File: config.mk
export PLATFORM = sky130hd
export DESIGN_NAME = mvm3_result_quant_buf
export DESIGN_NICKNAME = d
export VERILOG_FILES = /design/src/rtl/mvm3_result_quant_buf.sv
export SDC_FILE = /design/constraint.sdc
export NUM_CORES = 1
export LEC_CHECK = 0
export BUFFER_PORTS_ARGS = -buffer_cell sky130_fd_sc_hd__buf_4
export CAP_MARGIN = 20
export CORE_MARGIN = 3
export CORE_UTILIZATION = 56
export DETAILED_ROUTE_END_ITERATION = 10
export PLACE_DENSITY = 0.77
export SLEW_MARGIN = 5
export SYNTH_ARGS = -nofsm -noshare
export SYNTH_HDL_FRONTEND = slang
export SYNTH_SLANG_ARGS = --single-unit
export TNS_END_PERCENT = 30
File: constraint.sdc
create_clock -name i_clk -period 2.2 [get_ports i_clk]
set_input_delay 0.22 -clock i_clk [delete_from_list [all_inputs] [get_ports i_clk]]
set_output_delay 0.22 -clock i_clk [all_outputs]
set_load 0.05 [all_outputs]
File: src/rtl/mvm3_result_quant_buf.sv
// mvm3_result_quant_buf
//   Downstream stage of the 3x3 matrix-vector multiplier. Accepts 16-bit signed
//   results over valid/ready, optionally applies ReLU, shifts arithmetically right
//   by SHIFT, saturates to signed 8 bits and buffers the result in a small FIFO.
//   Each FIFO entry carries three flags: overflow, saturation and last-of-vector.
//
// Ports
//   i_clk                       clock, all state updates on posedge
//   i_reset                     synchronous active-high reset
//   i_s_valid / o_s_ready       upstream handshake (multiplier m_valid / m_ready)
//   i_data_in [15:0]            signed upstream result
//   i_ovf_in                    upstream MAC overflow, qualified by i_s_valid
//   o_m_valid / i_m_ready       downstream handshake
//   o_data_out [7:0]            signed quantised result
//   o_ovf_out                   overflow flag stored with this entry
//   o_sat_out                   saturation clipped this entry
//   o_m_last                    entry is result NROWS_A-1 of its vector
//
// Configuration
//   MVM_RELU_EN  when defined, negative inputs are forced to 0 before the shift.
//                Ports are identical either way.

module mvm3_result_quant_buf #(
    parameter int unsigned NROWS_A = 3,
    parameter int unsigned DEPTH   = 4,
    parameter int unsigned SHIFT   = 0
) (
    input  logic        i_clk,
    input  logic        i_reset,
    input  logic        i_s_valid,
    output logic        o_s_ready,
    input  logic [15:0] i_data_in,
    input  logic        i_ovf_in,
    output logic        o_m_valid,
    input  logic        i_m_ready,
    output logic [7:0]  o_data_out,
    output logic        o_ovf_out,
    output logic        o_sat_out,
    output logic        o_m_last
);

    localparam int unsigned AW = (DEPTH > 1) ? $clog2(DEPTH) : 1;
    localparam int unsigned RW = (NROWS_A > 1) ? $clog2(NROWS_A) : 1;

    localparam logic [AW:0]   COUNT_FULL = (AW + 1)'(DEPTH);
    localparam logic [RW-1:0] ROW_LAST   = RW'(NROWS_A - 1);

    logic [7:0]    r_mem_data [DEPTH];
    logic          r_mem_ovf  [DEPTH];
    logic          r_mem_sat  [DEPTH];
    logic          r_mem_last [DEPTH];

    logic [AW-1:0] r_wr_ptr;
    logic [AW-1:0] r_rd_ptr;
    logic [AW:0]   r_count;
    logic [RW-1:0] r_row;

    logic                w_push;
    logic                w_pop;
    logic                w_full;
    logic                w_empty;
    logic signed [15:0]  w_v;
    logic signed [15:0]  w_t;
    logic                w_sat_hi;
    logic                w_sat_lo;
    logic [7:0]          w_q;
    logic                w_sat;
    logic                w_last;

    // ---------------- handshake ----------------
    assign w_full    = (r_count == COUNT_FULL);
    assign w_empty   = (r_count == '0);
    assign o_s_ready = ~w_full;
    assign o_m_valid = ~w_empty;

    // Full blocks a push even if a pop happens in the same cycle (no bypass).
    assign w_push = i_s_valid & ~w_full;
    assign w_pop  = ~w_empty & i_m_ready;

    // ---------------- quantise (push path) ----------------
`ifdef MVM_RELU_EN
    assign w_v = i_data_in[15] ? 16'sd0 : $signed(i_data_in);
`else
    assign w_v = $signed(i_data_in);
`endif

    assign w_t      = w_v >>> SHIFT;
    assign w_sat_hi = (w_t > 16'sd127);
    assign w_sat_lo = (w_t < -16'sd128);
    assign w_sat    = w_sat_hi | w_sat_lo;

    always_comb begin
        w_q = w_t[7:0];
        if (w_sat_hi) begin
            w_q = 8'h7f;
        end else if (w_sat_lo) begin
            w_q = 8'h80;
        end
    end

    assign w_last = (r_row == ROW_LAST);

    // ---------------- FIFO storage ----------------
    // Storage needs no reset: every read is gated by a non-zero count.
    always_ff @(posedge i_clk) begin
        if (w_push) begin
            r_mem_data[r_wr_ptr] <= w_q;
            r_mem_ovf[r_wr_ptr]  <= i_ovf_in;
            r_mem_sat[r_wr_ptr]  <= w_sat;
            r_mem_last[r_wr_ptr] <= w_last;
        end
    end

    // ---------------- pointers, count, row counter ----------------
    always_ff @(posedge i_clk) begin
        if (i_reset) begin
            r_wr_ptr <= '0;
            r_rd_ptr <= '0;
            r_count  <= '0;
            r_row    <= '0;
        end else begin
            if (w_push) begin
                r_wr_ptr <= r_wr_ptr + AW'(1);
                if (w_last) begin
                    r_row <= '0;
                end else begin
                    r_row <= r_row + RW'(1);
                end
            end
            if (w_pop) begin
                r_rd_ptr <= r_rd_ptr + AW'(1);
            end
            case ({w_push, w_pop})
                2'b10:   r_count <= r_count + (AW + 1)'(1);
                2'b01:   r_count <= r_count - (AW + 1)'(1);
                default: r_count <= r_count;
            endcase
        end
    end

    // ---------------- output ----------------
    // Head entry is driven straight from storage; everything reads 0 when empty.
    always_comb begin
        o_data_out = '0;
        o_ovf_out  = 1'b0;
        o_sat_out  = 1'b0;
        o_m_last   = 1'b0;
        if (!w_empty) begin
            o_data_out = r_mem_data[r_rd_ptr];
            o_ovf_out  = r_mem_ovf[r_rd_ptr];
            o_sat_out  = r_mem_sat[r_rd_ptr];
            o_m_last   = r_mem_last[r_rd_ptr];
        end
    end

endmodule

==> impl_metrics.json, run 1 <==
{
  "design_area_mm2": 0.00279,
  "critPathMaxFanout": 6,
  "clock-root-buffer": "clkbuf_8",
  "cts_hold_buffers": 0,
  "synthSimpleGateAreaFrac_pct": 10.6,
  "ys.warnings.count": 0,
  "final_nets": 223,
  "synth_top_area_share_pct": 55.7,
  "rsz0062_at_grt": "false",
  "die-area_mm2": 0.00505,
  "drive_above_1_share_pct": 33.0,
  "clock_sinks": 55,
  "power_density_mw_per_mm2": 1210,
  "synth_largest_area_cell": "edfxtp_1",
  "synth_compound_area_share_pct": 5.91,
  "drt_iter0_drc": 123,
  "grt_first_pass_wirelength_um": 7040,
  "overflow": 0,
  "start_util_pct": 58.9,
  "cts_max_path_buffers": 2,
  "diodes": 0,
  "cts_tree": "yes",
  "ys_ff_latch": 55,
  "place_area_mm2": 0.00269,
  "relSlewSlack_pct": 59.9,
  "final.min_clock_period_ps": 2050,
  "avgSynthCellArea_um2": 15.0,
  "layout_commonest_cell": "edfxtp_1",
  "maxCapViolations": 0,
  "gr-usage-all-layers_pct": 18.7,
  "period_share_pct": 93.1,
  "finClkSkew_ps": 5.64,
  "final_cell_mix": "44 x edfxtp_1, 40 x buf_4, 12 x nor2b_1",
  "core-area_mm2": 0.00403,
  "worstSetupStartpointType": "flop",
  "required_ps": 2430,
  "synth_mux_area_share_pct": 10.4,
  "max_clock_freq_mhz": 488,
  "cts.reportedPaths.clkPinSlew_ps": 90,
  "synth_fa_ha_area_share_pct": 3.48,
  "die_x_um": 71.1,
  "clkLatencyLatePin_ps": 310,
  "io-pin-count": 34,
  "routed_wl_um": 4260,
  "synth_cell_types": 31,
  "netlist_instances": 158,
  "ir_drop_mv": 0.614,
  "first_pass_iters": 4,
  "route.detailed.drc": 0,
  "rows": 23,
  "netlist_area_mm2": 0.00237,
  "hold_viol": 0,
  "worst_ep_arrival_time_ps": 2280,
  "hold_ws_ps": 110,
  "syn_nets": 185,
  "grt_max_degree": 17,
  "synth_xor_area_share_pct": 1.48,
  "cts_buffers": 5,
  "hold_path.class": "input port to flop",
  "dp_hpwl_um": 2920,
  "ys_seq_area_share_pct": 65.0,
  "wl_per_cell_um": 17.2,
  "crit_type": "flop to flop",
  "antenna_found_initial": 0,
  "postRouteAntennaNets": 0,
  "syn2layout_area_growth_pct": 17.7,
  "tightest_slew_ps": 601,
  "maxSlewViolCount": 0,
  "drt-vias-per-instance": 5.88,
  "leakage_uw": 0.00102,
  "cp-end-kind": "flop",
  "die_h_um": 71.1,
  "finalSetupViolCount": 0,
  "grt_pass1_vias": 1460,
  "synthTopCellsByArea": "edfxtp_1 56%, mux4_2 10%, dfxtp_1 9.3%, nor2b_1 3.2%, ha_1 2.6%",
  "port_buffers": 33,
  "place.gp.congestion": 0.739,
  "status": "completed",
  "synth_top_family_by_area": "simple AND/OR/NAND/NOR gates",
  "vias": 1452,
  "cts.htree.levels": 2
}
[worst paths after layout]
| check | startpoint | endpoint | slack (ps) | cells past startpoint |
|---|---|---|---|---|
| worst max-delay path | r_count[0] | r_count[2] | 150 | 9 |
| worst min-delay path | i_ovf_in | r_mem_ovf[0] | 110 | 1 |
| worst max register to register | r_count[0] | r_count[2] | 150 | 9 |
| worst min register to register | r_row[1] | r_row[1] | 520 | 2 |
[stage by stage]
stage	worst slack (ps)	std cells	total power [uW]	TNS (ps)	util, %
after global routing	13.0	247	3580	0	69.3
after CTS	62.7	246	3410	0	68.9
after detailed placement	-14.3	237	2890	-14.3	66.6
after global placement	177	237	2840	0	66.6
final	153	247	3390	0	69.3
after floorplan	39.1	158	2440	0	-
[flip-flops by register name (all words and copies together) (netlist names), named ones only]
register / count
r_mem_last: 4
r_row: 2
r_mem_ovf: 4
r_mem_sat: 4
r_mem_data: 32
r_count: 3
r_rd_ptr: 2
r_wr_ptr: 2
[critical path: stages, from the launching register on]
cell and delay [ps]:
dfxtp_2 370, nor3b_4 230, inv_2 50, nand2_1 70, ha_1 190, inv_1 60
fa_1 380, xor2_1 160, or3_1 310, a21oi_1 160
[per-layer routing]
layer | global-route usage [%] | share of wire [%]
met2 | 32.0 | 52
met4 | 6.89 | 1.6
met5 | 0 | 0
met1 | 23.1 | 40
met3 | 4.40 | 6.6
[layout make-up]
class                   count  area [um2]
clock buffers               5        68.8
clock inverters             3        15.0
fillers                   280        1240
inverters                   9        33.8
multi-input cells          85         762
flip-flops and latches     55        1550
well taps                  50        62.6
repair buffers             40         300
[power breakdown]
| group | switching, uW | leakage, uW | internal [uW] | total [uW] |
|---|---|---|---|---|
| clock network | 305 | 0.0000477 | 218 | 523 |
| registers | 90.7 | 0.000495 | 1250 | 1350 |
| logic | 957 | 0.000476 | 562 | 1520 |
| total | 1350 | 0.00102 | 2040 | 3390 |
[cell usage after synthesis, drive strengths merged]
cell type,count
a21oi,6
a2bb2oi,7
and3,4
and4,2
buf,2
clkbuf,7
dfxtp,11
edfxtp,44
fa,1
ha,5
inv,9
mux4,11
nand2,2
nand3,10
nand4b,1
nor2,6
nor2b,12
nor3,1
nor3b,1
nor4,2
o21a,1
o21ai,5
o311ai,1
o31ai,1
or3,1
or4,1
xor2,4
[logic make-up after synthesis]
group / count (synthesis)
xor+xnor: 4
fa+ha+maj: 6
compound gates: 21
simple gates: 43
mux: 11
flops: 55
buf+inv: 18
[what timing repair did]
action,CTS,global route
cloned,0,0
gates resized for setup,0,4
buffers inserted,1,1
setup endpoints to repair,1,1
endpoints found under the hold margin,0,0
Note: power is estimated with default switching activity, not from simulation.
==> run 2: changes to the inputs <==
--- a/config.mk
+++ b/config.mk
@@ -10,6 +10,7 @@
 export CORE_MARGIN = 3
 export CORE_UTILIZATION = 56
 export DETAILED_ROUTE_END_ITERATION = 10
+export GPL_TIMING_DRIVEN = 0
 export PLACE_DENSITY = 0.77
 export SLEW_MARGIN = 5
 export SYNTH_ARGS = -nofsm -noshare
==> impl_metrics.json, run 2 (synthesis gave the netlist of run 1 again) <==
{
  "required_ps": 2430,
  "grt_busiest_layer": "met2",
  "status": "completed",
  "die_h_um": 71.1,
  "gr-usage-met3_pct": 3.55,
  "cts_hold_buffers": 0,
  "power_density_mw_per_mm2": 1250,
  "rows": 23,
  "place.gp.congestion": 0.768,
  "drt_iter0_drc": 87,
  "path_buf_inv": 2,
  "ff2ff_path_depth": 9,
  "cts_max_path_buffers": 2,
  "layout_commonest_cell": "edfxtp_1",
  "hold_path.class": "input port to flop",
  "cp_cell_sequence": "nor3b_4, inv_2, nand2_1, ha_2, inv_1, fa_1, xor2_1, or3_1, a21oi_1",
  "cts_tree": "yes",
  "relSlewSlack_pct": 58.1,
  "die_x_um": 71.1,
  "clkLatencyLatePin_ps": 300,
  "grt_max_degree": 17,
  "overflow": 0,
  "final_cell_mix": "44 x edfxtp_1, 40 x buf_4, 12 x nor2b_1",
  "port_buffers": 30,
  "vias": 1464,
  "largest_register_ff_count": 32,
  "postRouteAntennaNets": 0,
  "maxSlewViolCount": 0,
  "worstSetupStartpointType": "flop",
  "cp-end-kind": "flop",
  "clock_sinks": 55,
  "io-pin-count": 34,
  "routed_wl_um": 4530,
  "maxCapViolations": 0,
  "route.detailed.drc": 0,
  "leakage_uw": 0.00105,
  "final_core_util_pct": 71.0,
  "start_util_pct": 58.9,
  "diodes": 0,
  "syn2layout_area_growth_pct": 20.6,
  "clock-root-buffer": "clkbuf_8",
  "grt_first_pass_wirelength_um": 7320,
  "die-area_mm2": 0.00505,
  "final.min_clock_period_ps": 2090,
  "drt-vias-per-instance": 5.74,
  "first_pass_iters": 5,
  "dp_hpwl_um": 3040,
  "critPathMaxFanout": 4,
  "regMostFlops": "r_mem_data",
  "r2r-end": "r_count[2]",
  "final_nets": 231,
  "crit_type": "flop to flop",
  "r2r-start": "r_count[1]",
  "wl_per_cell_um": 17.8,
  "worstHoldEndpoint": "r_mem_ovf[0]",
  "hold_viol": 0,
  "holdPathStages": 1,
  "hp-start": "i_ovf_in",
  "grt_use_met1_pct": 25.3,
  "drive_above_1_share_pct": 33.7,
  "gr-usage-all-layers_pct": 19.0,
  "core-area_mm2": 0.00403,
  "cp_top_family": "simple AND/OR/NAND/NOR gates",
  "grt_pass1_vias": 1498,
  "finClkSkew_ps": 5.88,
  "use_met2_pct": 32.1,
  "slowest_stage": "dfxtp_4",
  "max_clock_freq_mhz": 479,
  "p_total_uw": 3560,
  "cpPeakStageDelay_ps": 370,
  "cts_buffers": 5,
  "cts.htree.levels": 2,
  "antenna_found_initial": 0,
  "finalSetupViolCount": 0,
  "tightest_slew_ps": 629,
  "ir_drop_mv": 0.553,
  "cts.reportedPaths.clkPinSlew_ps": 90,
  "worst_ep_arrival_time_ps": 2320,
  "reg2reg_slack_ps": 110,
  "period_share_pct": 94.8
}
run 2: final cells by class:
type,count,area (um2)
inverters,9,33.8
repair buffers,39,293
well taps,50,62.6
clock buffers,7,108
multi-input cells,85,764
plain buffers,9,41.3
flip-flops and latches,55,1550
clock inverters,1,5.00
fillers,279,1170
run 2: worst max path at each step:
stage,startpoint,to,slack (ps),cells after the start
floorplan,r_count[2],r_count[2],40,9
global placement,r_count[2],r_count[2],50,9
detailed placement,r_count[2],r_count[2],-120,9
CTS,r_count[2],r_count[2],8,9
global route,r_count[0],r_count[2],-20,9
finish,r_count[1],r_count[2],110,9
run 2: worst reg2reg max path: cells and delay by family (launching register included):
| family | cells | cell delay, ps |
|---|---|---|
| xor+xnor | 1 | 160 |
| compound gates | 1 | 140 |
| simple gates | 3 | 650 |
| fa+ha+maj | 2 | 560 |
| flops | 1 | 370 |
| buf+inv | 2 | 140 |
run 2: through the flow:
step           hold slack, ps  std cells  TNS [ps]  cell area (um2)  setup slack (ps)
4_1_cts                   120        247         0             2790              8.16
6_report                  120        255         0             2860               114
3_5_place_dp              434        238      -121             2670              -121
2_1_floorplan             319        158         0             2380              39.1
5_1_grt                   108        255     -17.7             2860             -17.7
3_3_place_gp              422        238         0             2670              49.0
run 2: timing repair:
action                                  CTS  global route
resized for setup                         2             7
endpoints found under the setup margin    1            11
pin swaps                                 0             1
buffers inserted                          1             8
run 2: metal layers:
layer	up-vias	part of all wire (%)	routed length, um
li1	693	-	-
met3	8	4.1	188
met4	0	1.1	52
met1	726	43	1950
met5	-	0	0
met2	37	52	2340
run 2: power breakdown:
part           switching, uW  internal, uW  total [uW]
Clock                    305           323         627
Combinational           1010           596        1610
Sequential              67.9          1260        1330
Total                   1380          2180        3560
==> run 3: changes to the inputs <==
--- a/config.mk
+++ b/config.mk
@@ -5,6 +5,7 @@
 export SDC_FILE = /design/constraint.sdc
 export NUM_CORES = 1
 export LEC_CHECK = 0
+export ABC_AREA = 1
 export BUFFER_PORTS_ARGS = -buffer_cell sky130_fd_sc_hd__buf_4
 export CAP_MARGIN = 20
 export CORE_MARGIN = 3
==> impl_metrics.json, run 3 <==
{
  "relSlewSlack_pct": 29.5,
  "rsz0062_at_grt": "false",
  "route.detailed.drc": 0,
  "dp_hpwl_um": 3130,
  "clock_sinks": 55,
  "cts_hold_buffers": 0,
  "cts.htree.levels": 2,
  "ys.flop_type": "edfxtp_1",
  "fin_cells": 350,
  "synth_xor_area_share_pct": 0,
  "period_share_pct": 86.1,
  "vias": 1764,
  "status": "completed",
  "grt_pass1_vias": 1638,
  "cts_setup_buffers": 0,
  "synthTopCellsByCount": "79 x nand2_1, 44 x edfxtp_1, 44 x nor2_1",
  "fill_cells": 312,
  "synthTopCellsByArea": "edfxtp_1 53%, nand2_1 12%, dfxtp_1 8.9%, nor2_1 6.7%, a21oi_1 3.6%",
  "leakage_uw": 0.00126,
  "first_pass_iters": 4,
  "synth_largest_area_cell": "edfxtp_1",
  "postRouteAntennaNets": 0,
  "worst_ep_arrival_time_ps": 2110,
  "largest_register_ff_count": 32,
  "ys.warnings.count": 0,
  "synth_compound_area_share_pct": 6.25,
  "layout_commonest_cell": "nand2_1",
  "overflow": 0,
  "antenna_found_initial": 0,
  "syn2layout_area_growth_pct": 17.7,
  "die_x_um": 72.6,
  "synth_edf_count": 44,
  "hold_viol": 0,
  "ys_async_sr_fraction_pct": 0,
  "ys_seq_area_share_pct": 62.1,
  "cp-end-kind": "flop",
  "netlist_area_mm2": 0.00248,
  "cts_max_path_buffers": 2,
  "synthSimpleGateAreaFrac_pct": 22.1,
  "clock-root-buffer": "clkbuf_8",
  "diodes": 0,
  "p_total_uw": 3610,
  "synth_fa_ha_area_share_pct": 3.33,
  "cts_tree": "yes",
  "final_nets": 326,
  "synth_most_common_cell": "nand2_1",
  "cts_resized": 0,
  "holdPathStages": 1,
  "place.gp.congestion": 0.770,
  "die-area_mm2": 0.00527,
  "port_buffers": 33,
  "cts_buffers": 5,
  "ir_drop_mv": 0.590,
  "rows": 23,
  "routed_wl_um": 4670,
  "grt_max_degree": 19,
  "synth_cell_types": 20,
  "placed_cells": 340,
  "hold_path.class": "input port to flop",
  "required_ps": 2410,
  "gr-usage-all-layers_pct": 19.3,
  "ys_ff_latch": 55,
  "regMostFlops": "r_mem_data",
  "drive_above_1_share_pct": 19.3,
  "drt_iter0_drc": 249,
  "maxCapViolations": 0,
  "worstSetupStartpointType": "flop",
  "finClkSkew_ps": 7.97,
  "io-pin-count": 34,
  "synth_top_family_by_area": "simple AND/OR/NAND/NOR gates",
  "fin_setup_tns_ps": 0,
  "drt-vias-per-instance": 5.04,
  "ff2ff_path_depth": 14,
  "core-area_mm2": 0.00414,
  "cts.reportedPaths.clkPinSlew_ps": 90,
  "hold_ws_ps": 125,
  "avgSynthCellArea_um2": 9.66,
  "syn_nets": 284,
  "grt_first_pass_wirelength_um": 7530,
  "final_core_util_pct": 70.5,
  "critPathMaxFanout": 10,
  "finalSetupViolCount": 0,
  "start_util_pct": 59.9,
  "synth_mux_area_share_pct": 0,
  "max_clock_freq_mhz": 528,
  "maxSlewViolCount": 0,
  "crit_type": "flop to flop",
  "clkLatencyLatePin_ps": 310,
  "power_density_mw_per_mm2": 1230,
  "final_cell_mix": "79 x nand2_1, 44 x nor2_1, 44 x edfxtp_1",
  "die_h_um": 72.6,
  "synth_top_area_share_pct": 53.2,
  "tightest_slew_ps": 1050,
  "netlist_instances": 257,
  "final.min_clock_period_ps": 1890,
  "wl_per_cell_um": 13.3
}
[run 3: changes by cell type in the layout (fill, tap and decap cells not counted), moves of 5 or more]
cell,change
a21oi_1,+12
a2bb2oi_1,-7
buf_6,+5
inv_1,+12
mux4_2,-11
nand2_1,+77
nand3_1,-6
nor2_1,+38
nor2b_1,-12
o21ai_1,+8
[run 3: kinds of logic (layout without fill, tap and decap cells)]
group | count (synthesis) | count (layout)
fa+ha+maj | 6 | 6
simple gates | 135 | 135
flops | 55 | 55
buf+inv | 30 | 73
compound gates | 31 | 31
[run 3: cell type report]
| cell class | instances | area [um2] | area share [%] |
|---|---|---|---|
| inverters | 22 | 82.6 | 2.83 |
| flip-flops and latches | 55 | 1540 | 52.7 |
| clock inverters | 3 | 46.3 | 1.58 |
| clock buffers | 5 | 68.8 | 2.35 |
| repair buffers | 35 | 263 | 8.99 |
| multi-input cells | 172 | 786 | 26.9 |
| plain buffers | 8 | 72.6 | 2.48 |
| well taps | 50 | 62.6 | 2.14 |
[run 3: critical path, cell delays in order (launching register included)]
cell,delay (ps)
dfxtp_1,420
inv_2,70
nand2_4,100
inv_2,60
buf_6,140
nor2_1,90
ha_1,160
inv_1,60
fa_1,380
inv_1,70
nand2_1,60
nand3_1,60
nand2_1,50
inv_1,50
nor2_1,30
[run 3: where the power goes]
group	switching [uW]	total [uW]	leakage, uW	internal (uW)
Clock	328	671	0.0000548	343
Combinational	1120	1610	0.000718	487
Sequential	68.4	1330	0.000490	1260
[run 3: layer usage]
layer / track usage, % / vias to the layer above / part of all wire (%) / routed length (um)
met1: 25.8 / 785 / 44 / 2060
met5: 0 / - / 0 / 0
li1: - / 918 / - / -
met4: 7.58 / 0 / 1.2 / 55
met3: 3.86 / 4 / 7.1 / 334
met2: 31.3 / 57 / 48 / 2220
[run 3: path summary, 6_finish.rpt]
check,startpoint,endpoint,slack (ps)
min,i_ovf_in,r_mem_ovf[1],120
min reg2reg,r_count[0],r_count[0],500
max reg2reg,r_count[2],r_count[2],310
max,r_count[2],r_count[2],310
[run 3: metrics by stage]
step / cell area, um2 / setup WS (ps)
after floorplan: 2480 / 333
after global placement: 2790 / 330
after detailed placement: 2790 / 297
after CTS: 2910 / 283
after global routing: 2920 / 174
final: 2920 / 305
